**src/rtl/bus_master_arbiter.sv**
```systemverilog
// Two-requester round-robin master for an external 8-bit asynchronous bus.
// Each grant runs one SETUP/STROBE/HOLD cycle and returns a one-cycle done pulse.
module bus_master_arbiter #(
  parameter int unsigned SETUP_CYCLES  = 1,
  parameter int unsigned STROBE_CYCLES = 2,
  parameter int unsigned HOLD_CYCLES   = 1
) (
  input  logic        clk,
  input  logic        reset_b,
  input  logic        req0_valid,
  input  logic        req0_write,
  input  logic [15:0] req0_addr,
  input  logic [7:0]  req0_wdata,
  output logic        req0_done,
  output logic [7:0]  req0_rdata,
  input  logic        req1_valid,
  input  logic        req1_write,
  input  logic [15:0] req1_addr,
  input  logic [7:0]  req1_wdata,
  output logic        req1_done,
  output logic [7:0]  req1_rdata,
  output logic [15:0] address_bus,
  output logic        write_strobe_b,
  output logic        read_strobe_b,
  output logic [7:0]  bus_data_out,
  output logic        bus_data_oe,
  input  logic [7:0]  bus_data_in,
  output logic        busy
);

  localparam int unsigned CNT_W  = 8;
  localparam int unsigned ADDR_W = 16;
  localparam int unsigned DATA_W = 8;

  // A programmed length of 0 behaves as 1, so the reload value saturates at 0.
  localparam logic [CNT_W-1:0] SETUP_LOAD  = (SETUP_CYCLES  == 0) ? '0 : CNT_W'(SETUP_CYCLES  - 1);
  localparam logic [CNT_W-1:0] STROBE_LOAD = (STROBE_CYCLES == 0) ? '0 : CNT_W'(STROBE_CYCLES - 1);
  localparam logic [CNT_W-1:0] HOLD_LOAD   = (HOLD_CYCLES   == 0) ? '0 : CNT_W'(HOLD_CYCLES   - 1);

  typedef enum logic [1:0] {IDLE, SETUP, STROBE, HOLD} state_t;

  state_t             state, state_nxt;
  logic [CNT_W-1:0]   cnt, cnt_nxt;

  logic               rr_ptr;
  logic               gnt_sel;
  logic [ADDR_W-1:0]  lat_addr;
  logic               lat_write;
  logic [DATA_W-1:0]  lat_wdata;
  logic [DATA_W-1:0]  rd_byte;

  logic               phase_end_c;
  logic               grant_c;
  logic               sel_c;
  logic               finish_c;
  logic [ADDR_W-1:0]  txn_addr_c;
  logic               txn_write_c;
  logic [DATA_W-1:0]  txn_wdata_c;

  logic [ADDR_W-1:0]  address_nxt;
  logic               write_strobe_nxt;
  logic               read_strobe_nxt;
  logic [DATA_W-1:0]  data_out_nxt;
  logic               data_oe_nxt;
  logic               busy_nxt;
  logic               done0_nxt;
  logic               done1_nxt;
  logic [DATA_W-1:0]  rdata0_nxt;
  logic [DATA_W-1:0]  rdata1_nxt;

  // Grant is blocked while a done is visible, leaving the requester one cycle to drop valid.
  assign phase_end_c = (cnt == '0);
  assign grant_c     = (state == IDLE) && (req0_valid || req1_valid) && !req0_done && !req1_done;
  assign sel_c       = (req0_valid && req1_valid) ? rr_ptr : req1_valid;
  assign finish_c    = (state == HOLD) && phase_end_c;

  assign txn_addr_c  = grant_c ? (sel_c ? req1_addr  : req0_addr)  : lat_addr;
  assign txn_write_c = grant_c ? (sel_c ? req1_write : req0_write) : lat_write;
  assign txn_wdata_c = grant_c ? (sel_c ? req1_wdata : req0_wdata) : lat_wdata;

  // State register
  always_ff @(posedge clk or negedge reset_b) begin
    if (!reset_b) begin
      state <= IDLE;
      cnt   <= '0;
    end else begin
      state <= state_nxt;
      cnt   <= cnt_nxt;
    end
  end

  // Next-state and phase counter
  always_comb begin
    state_nxt = state;
    cnt_nxt   = cnt;
    case (state)
      IDLE: begin
        if (grant_c) begin
          state_nxt = SETUP;
          cnt_nxt   = SETUP_LOAD;
        end
      end
      SETUP: begin
        if (phase_end_c) begin
          state_nxt = STROBE;
          cnt_nxt   = STROBE_LOAD;
        end else begin
          cnt_nxt = cnt - CNT_W'(1);
        end
      end
      STROBE: begin
        if (phase_end_c) begin
          state_nxt = HOLD;
          cnt_nxt   = HOLD_LOAD;
        end else begin
          cnt_nxt = cnt - CNT_W'(1);
        end
      end
      HOLD: begin
        if (phase_end_c) begin
          state_nxt = IDLE;
          cnt_nxt   = '0;
        end else begin
          cnt_nxt = cnt - CNT_W'(1);
        end
      end
      default: begin
        state_nxt = IDLE;
        cnt_nxt   = '0;
      end
    endcase
  end

  // Output decode: next values of the registered bus pins, derived from the next state
  always_comb begin
    address_nxt      = '0;
    write_strobe_nxt = 1'b1;
    read_strobe_nxt  = 1'b1;
    data_out_nxt     = '0;
    data_oe_nxt      = 1'b0;
    busy_nxt         = 1'b0;
    done0_nxt        = 1'b0;
    done1_nxt        = 1'b0;
    rdata0_nxt       = req0_rdata;
    rdata1_nxt       = req1_rdata;
    if (state_nxt != IDLE) begin
      address_nxt  = txn_addr_c;
      busy_nxt     = 1'b1;
      data_oe_nxt  = txn_write_c;
      data_out_nxt = txn_write_c ? txn_wdata_c : '0;
      if (state_nxt == STROBE) begin
        write_strobe_nxt = !txn_write_c;
        read_strobe_nxt  = txn_write_c;
      end
    end
    if (finish_c) begin
      done0_nxt = !gnt_sel;
      done1_nxt = gnt_sel;
      if (!lat_write) begin
        if (gnt_sel) rdata1_nxt = rd_byte;
        else         rdata0_nxt = rd_byte;
      end
    end
  end

  // Transaction latches, read capture and round-robin pointer
  always_ff @(posedge clk or negedge reset_b) begin
    if (!reset_b) begin
      rr_ptr    <= 1'b0;
      gnt_sel   <= 1'b0;
      lat_addr  <= '0;
      lat_write <= 1'b0;
      lat_wdata <= '0;
      rd_byte   <= '0;
    end else begin
      if (grant_c) begin
        gnt_sel   <= sel_c;
        lat_addr  <= txn_addr_c;
        lat_write <= txn_write_c;
        lat_wdata <= txn_wdata_c;
      end
      if ((state == STROBE) && phase_end_c && !lat_write) rd_byte <= bus_data_in;
      if (finish_c) rr_ptr <= !gnt_sel;
    end
  end

  // Output registers
  always_ff @(posedge clk or negedge reset_b) begin
    if (!reset_b) begin
      address_bus    <= '0;
      write_strobe_b <= 1'b1;
      read_strobe_b  <= 1'b1;
      bus_data_out   <= '0;
      bus_data_oe    <= 1'b0;
      busy           <= 1'b0;
      req0_done      <= 1'b0;
      req1_done      <= 1'b0;
      req0_rdata     <= '0;
      req1_rdata     <= '0;
    end else begin
      address_bus    <= address_nxt;
      write_strobe_b <= write_strobe_nxt;
      read_strobe_b  <= read_strobe_nxt;
      bus_data_out   <= data_out_nxt;
      bus_data_oe    <= data_oe_nxt;
      busy           <= busy_nxt;
      req0_done      <= done0_nxt;
      req1_done      <= done1_nxt;
      req0_rdata     <= rdata0_nxt;
      req1_rdata     <= rdata1_nxt;
    end
  end

endmodule

```
**config.mk**
```make
export PLATFORM = sky130hd
export DESIGN_NAME = bus_master_arbiter
export DESIGN_NICKNAME = d
export VERILOG_FILES = /design/src/rtl/bus_master_arbiter.sv
export SDC_FILE = /design/constraint.sdc
export NUM_CORES = 1
export LEC_CHECK = 0
export ABC_AREA = 1
export CAP_MARGIN = 5
export CORE_MARGIN = 5
export CORE_UTILIZATION = 50
export CTS_BUF_LIST = sky130_fd_sc_hd__clkbuf_8
export CTS_CLUSTER_SIZE = 40
export DETAILED_ROUTE_END_ITERATION = 8
export GPL_ROUTABILITY_DRIVEN = 1
export PLACE_DENSITY = 0.89
export SETUP_SLACK_MARGIN = 0.15
export SLEW_MARGIN = 5
export SYNTH_ARGS = -nofsm -noshare
export SYNTH_HDL_FRONTEND = slang
export SYNTH_SLANG_ARGS = --single-unit
export TNS_END_PERCENT = 10
```
**constraint.sdc**
```tcl
create_clock -name clk -period 1.94 [get_ports clk]
set_clock_uncertainty 0.1 [all_clocks]
set_input_delay 0.194 -clock clk [delete_from_list [all_inputs] [get_ports clk]]
set_output_delay 0.194 -clock clk [all_outputs]
set_load 0.01 [all_outputs]
```
# After elaboration in Yosys (flattened, before gate mapping)
# Cells that the tools add are included.
[word_totals]
ff_bits = 91
input_bits = 62
output_inout_bits = 46
elab_cells = 72
[classes]
add_sub_neg = 1
eq_ne = 5
n_mux = 27
bitwise_logic = 2
n_reduce_logical = 19
[op_table]
columns = ["operator", "n"]
rows = [
  ["8-bit two-way mux", 7],
  ["16-bit two-way mux", 3],
  ["8-bit case mux with 3 select lines", 1],
  ["1-bit two-way mux", 11],
  ["8-bit zero test", 1],
  ["2-bit two-way mux", 4],
  ["2-bit case mux with 4 select lines", 1],
  ["8-bit by 1-bit subtractor with 8-bit output, second input constant", 1],
  ["1-bit logical AND", 7],
  ["2-bit equality test, second input constant", 3],
  ["3-bit AND reduction", 2],
  ["1-bit zero test", 5],
  ["2-bit by 1-bit equality test with 1-bit output, second input constant", 1],
  ["2-bit zero test", 1],
  ["2-bit != test, second input constant", 1],
  ["1-bit inverter", 2],
  ["2-bit nonzero test", 1],
  ["2-bit OR reduction", 1],
  ["1-bit logical OR", 1],
]

# Depth between registers and ports, before layout
[depth]
depth_word = 9
ltp_mapped = 10
mapped_depth_nobuf = 9

# Worst setup path after synthesis
# No wires, ideal clock.
[synth_path]
path_kind = "register -> register"
start = "reg cnt[0]"
end = "reg address_bus[10]"
setup_time_ps = 116
t_arrival_ps = 1470
required_time_ps = 1724
path_slack_ps = 254
stages_incl_launch_ff = 11
path_buffers = 1
synth_period_minus_slack_ps = 1686
cell_sequence = "dfrtp_1 -> inv_1 -> ha_1 -> nand2_1 -> nor2_4 -> nand2_1 -> nand2_1 -> nand2_2 -> nor2_8 -> buf_6 -> nor2_1"
[synth_via]
elab_chain_len = 5
elab_cells_between_ends = 7
classes_between = "5 x mux; 2 x reduce/logical"
[synth_rtl]
columns = ["element", "line", "rtl"]
rows = [
  ["start: declaration", "43", "logic [CNT_W-1:0] cnt, cnt_nxt;"],
  ["start signal: assignment", "88", "cnt <= cnt_nxt;"],
  ["8-bit zero test *", "72", "assign phase_end_c = (cnt == '0);"],
  ["2-bit two-way mux, on equally long branches", "120, 104, 112", ""],
  ["2-bit case mux with 4 select lines *", "96", "case (state)"],
  ["named net state_nxt[1]", "42", "state_t state, state_nxt;"],
  ["2-bit nonzero test *", "146", "if (state_nxt != IDLE) begin"],
  ["16-bit two-way mux *", "146", ""],
  ["named net address_nxt[10]", "60", "logic [ADDR_W-1:0] address_nxt;"],
  ["end signal: assignment", "201", "address_bus <= address_nxt;"],
  ["end: declaration", "22", "output logic [15:0] address_bus,"],
]
# The timed path passes the listed nets; every way through them passes the cells marked *.
# A chain may end at the register's enable or synchronous reset.

# Worst setup path after layout
[layout_path]
start = "reg state[0]"
end = "reg bus_data_out[1]"
[layout_via]
elab_chain_len = 8
elab_cells_between_ends = 17
classes_between = "3 x eq/ne; 9 x mux; 5 x reduce/logical"
[layout_rtl]
columns = ["element", "line", "rtl"]
rows = [
  ["start: declaration", "42", ""],
  ["start signal: assignment", "87", "state <= state_nxt;"],
  ["2-bit zero test", "73, 96", ""],
  ["1-bit logical AND (3 in a row)", "73", "assign grant_c = (state == IDLE) && (req0_valid || req1_valid) && !req0_done && !req1_done;"],
  ["2-bit two-way mux", "98", "if (grant_c) begin"],
  ["2-bit case mux with 4 select lines", "96", ""],
  ["2-bit nonzero test", "146", ""],
  ["8-bit two-way mux *", "146", ""],
  ["named net data_out_nxt[1]", "63", "logic [DATA_W-1:0] data_out_nxt;"],
  ["end signal: assignment", "204", "bus_data_out <= data_out_nxt;"],
  ["end: declaration", "25", "output logic [7:0] bus_data_out,"],
]
# Marked as above.

==> impl_metrics.py <==
metrics = {
    "detailed_routing": {
        "wl_per_cell_um": 13.55,
        "vias": 3207,
        "ant_nets": 0,
        "drt_iter0_markers": 116,
        "drt_wl_total_um": 9022,
        "drc": 0,
        "first_pass_iters": 5,
        "viasPerCell": 4.815,
    },
    "sta": {
        "tightest_slew_ps": 487.2,
        "hold_viol_final": 0,
        "slew_violations": 0,
        "slew_headroom": 0.6730,
        "fin_crit_sh": 0.9193,
        "timing.hold.ws_ps": 74.78,
        "fmax_ghz": 0.5607,
        "fin_tns_setup_ps": 0,
        "period_needed_ps": 1783,
        "setup_viol": 0,
        "rsz0062_at_grt": "yes",
    },
    "worst_setup_path": {
        "endpoint_kind": "flop",
        "slowest_stage": "dfrtp_1",
        "worstPathRequired_ps": 2070,
        "crit_chain": "nor2_2 -> o211ai_1 -> buf_4 -> nand2_1 -> nand2_1 -> nand2_1 -> nor2_1",
        "cpMostUsedCell": "nand2_1",
        "cp_max_fo": 11,
        "crit_arrival_ps": 1920,
        "crit_path_max_incr_delay_ps": 460,
        "path_class": "reg2reg",
        "start_kind": "flop",
    },
    "clocking": {
        "insertion_delay_ps": 350,
        "clkSlewWorstSetupHoldPaths_ps": 90,
        "cts_tree": "done",
        "clockBufferDepth": 2,
        "cts.sinks": 91,
        "root_buffer": "clkbuf_8",
        "h-tree-depth": 3,
        "cts_buffers": 9,
    },
    "synthesis": {
        "yosysTopAreaCell": "dfrtp_1",
        "synth.area.top_cells": "dfrtp_1 (58%), nand2_1 (12%), inv_1 (5.6%), nand3_1 (4.4%), nor2_1 (4.4%)",
        "netlist_instances": 444,
        "synth_area_sq_um": 3872,
        "synth_top_cell_area_share": 0.5751,
        "synth_seq_cells": 91,
        "yosys.area_share.xor_xnor": 0.009047,
        "synth-compound-area-share": 0.05363,
        "synthMuxAreaShare": 0,
        "synth_top_family_by_area": "simple AND/OR/NAND/NOR gates",
        "synthAdderAreaFrac": 0.006462,
        "synth-edff-count": 0,
        "synthSimpleGateAreaFrac": 0.2624,
        "synthFlopType": "dfrtp_1",
        "avgSynthCellArea_sq_um": 8.722,
        "synth.distinct_cells": 29,
        "yosysWarnings": 0,
        "ys_seq_area_frac": 0.5887,
        "syn_nets": 508,
        "async_flop_share": 1.000,
    },
    "min_path": {
        "hp-class": "in2async",
    },
    "cells_and_area": {
        "diodes": 0,
        "syn2layout_area_growth_pct": 39.29,
        "fillerInstances": 552,
        "nets": 624,
        "drive_above_1_share": 0.08688,
        "final_util": 0.7053,
    },
    "job": {
        "max-cap-violations": 0,
    },
    "place": {
        "gp_congestion": 0.8776,
        "port_buffers": 107,
        "dp_hpwl_um": 6203,
    },
    "status": {
        "status": "finished clean",
    },
    "power": {
        "p_leak_nw": 2.662,
        "p_per_area_nw_per_um2": 623.5,
        "peakVddDrop_uv": 348.2,
        "power.total_mw": 3.363,
    },
    "die": {
        "rows": 32,
        "die_h_um": 98.01,
        "die_w_um": 98.01,
        "io_pins": 108,
        "start_util": 0.5064,
        "core_sq_um": 7647,
        "dieArea_sq_um": 9605,
    },
    "global_route": {
        "grt_pass1_vias": 3287,
        "track_usage": 0.1931,
        "grt_antenna_before_repair": 0,
        "grt_pass1_wl_um": 14960,
        "grt_start_max_net_pins": 88,
        "gr-total-overflow": 0,
    },
}
## metal layers
layer	share of wire	GRT usage	vias to the layer above
li1	-	-	1596
met1	0.42	0.2397	1489
met2	0.50	0.3267	108
met3	0.069	0.04500	14
met4	0.016	0.07668	0
met5	0	0	-
## flip-flops by register name, indices dropped and copies added, names as in the netlist, 2 cells and up
register,flops
bus_data_out,8
state,2
rd_byte,8
lat_wdata,8
req1_rdata,8
cnt,8
req0_rdata,8
lat_addr,16
address_bus,16
## through the flow
| stage | cell area (sq um) | std cells | worst slack (ps) |
|---|---|---|---|
| 2_1_floorplan | 3872 | 444 | 254.1 |
| 3_3_place_gp | 5084 | 644 | 66.16 |
| 3_5_place_dp | 5084 | 644 | -1.401 |
| 4_1_cts | 5351 | 664 | 94.11 |
| 5_1_grt | 5394 | 666 | 63.17 |
| 6_report | 5394 | 666 | 156.6 |
## critical path, delay by kind of cell, from the launching register on
kind / cells / cell delay [ps]
AO/OA/AOI/OAI: 1 / 190
buffers and inverters: 1 / 230
flip-flops: 1 / 460
AND/OR/NAND/NOR: 5 / 690
## synth_stat cells (2+ instances only)
| master | n |
|---|---|
| nand2_1 | 126 |
| dfrtp_1 | 89 |
| inv_1 | 58 |
| nor2_1 | 45 |
| nand3_1 | 34 |
| o21ai_0 | 19 |
| or2_0 | 10 |
| a21oi_1 | 9 |
| buf_2 | 7 |
| clkbuf_1 | 6 |
| o21ai_1 | 5 |
| or2_1 | 5 |
| inv_2 | 3 |
| nor2_2 | 3 |
| o22ai_1 | 3 |
| xor2_1 | 3 |
| buf_6 | 2 |
| dfstp_2 | 2 |
| ha_1 | 2 |
| nand2_2 | 2 |
| nand4_2 | 2 |
| o211ai_1 | 2 |
## repair_timing
item	in CTS	in global routing
endpoints found under the setup margin	44	48
pin swaps	3	3
hold buffers	1	0
cloned	2	1
hold endpoints to repair	89	0
gates resized for setup	3	6
buffers inserted	2	1
## layout make-up
cell class | instances | area [sq um] | share of cell area
clock buffers | 9 | 123.9 | 0.02296
repair buffers | 117 | 1209 | 0.2241
clock inverters | 6 | 66.31 | 0.01229
well taps | 102 | 127.6 | 0.02366
multi-input cells | 280 | 1359 | 0.2519
inverters | 61 | 229.0 | 0.04245
flip-flops and latches | 91 | 2280 | 0.4226
## path summary, 6_finish.rpt
path,slack (ps),to,depth (start not counted),startpoint
min in group clk,320,rd_byte[7]$_DFFE_PN0P_,3,bus_data_in[7]
hold / removal,70,lat_addr[6]$_DFFE_PN0N_,2,reset_b
max in group asynchronous,1000,read_strobe_b$_DFF_PN1_,3,reset_b
hold reg to reg,380,lat_wdata[0]$_DFFE_PN0N_,2,lat_wdata[0]$_DFFE_PN0N_
setup / recovery,160,bus_data_out[1]$_DFF_PN0_,7,state[0]$_DFF_PN0_
setup reg to reg,160,bus_data_out[1]$_DFF_PN0_,7,state[0]$_DFF_PN0_
## logic make-up (layout without fill, tap and decap cells)
family / after synthesis / in the layout
AND/OR/NAND/NOR: 232 / 235
flip-flops: 91 / 91
buffers and inverters: 76 / 193
AO/OA/AOI/OAI: 39 / 39
XOR/XNOR: 4 / 4
adder cells (fa/ha/maj): 2 / 2
## placed cells by master (no fill, tap or decap), types with 2 or more instances in the layout
master / Yosys / routed
a21oi_1: 9 / 9
buf_12: 0 / 5
buf_4: 0 / 5
clkbuf_8: 0 / 9
clkdlybuf4s50_1: 0 / 106
clkinvlp_4: 0 / 2
dfrtp_1: 89 / 89
dfstp_2: 2 / 2
inv_1: 58 / 57
inv_2: 3 / 5
nand2_1: 126 / 125
nand2_2: 2 / 2
nand3_1: 34 / 33
nand4_4: 0 / 2
nor2_1: 45 / 45
nor2_2: 3 / 3
nor2_4: 1 / 3
o211ai_1: 2 / 2
o21ai_0: 19 / 19
o21ai_1: 5 / 5
o22ai_1: 3 / 3
or2_0: 10 / 10
or2_1: 5 / 5
xor2_1: 3 / 3
## report_power, final
group / switching, mW / internal, mW / leakage (nW)
Clock: 0.632 / 0.590 / 0.0931
Sequential: 0.00219 / 1.90 / 1.22
Combinational: 0.0977 / 0.138 / 1.35
Total: 0.732 / 2.63 / 2.66
No activity file was read; power rests on OpenSTA's default activity.
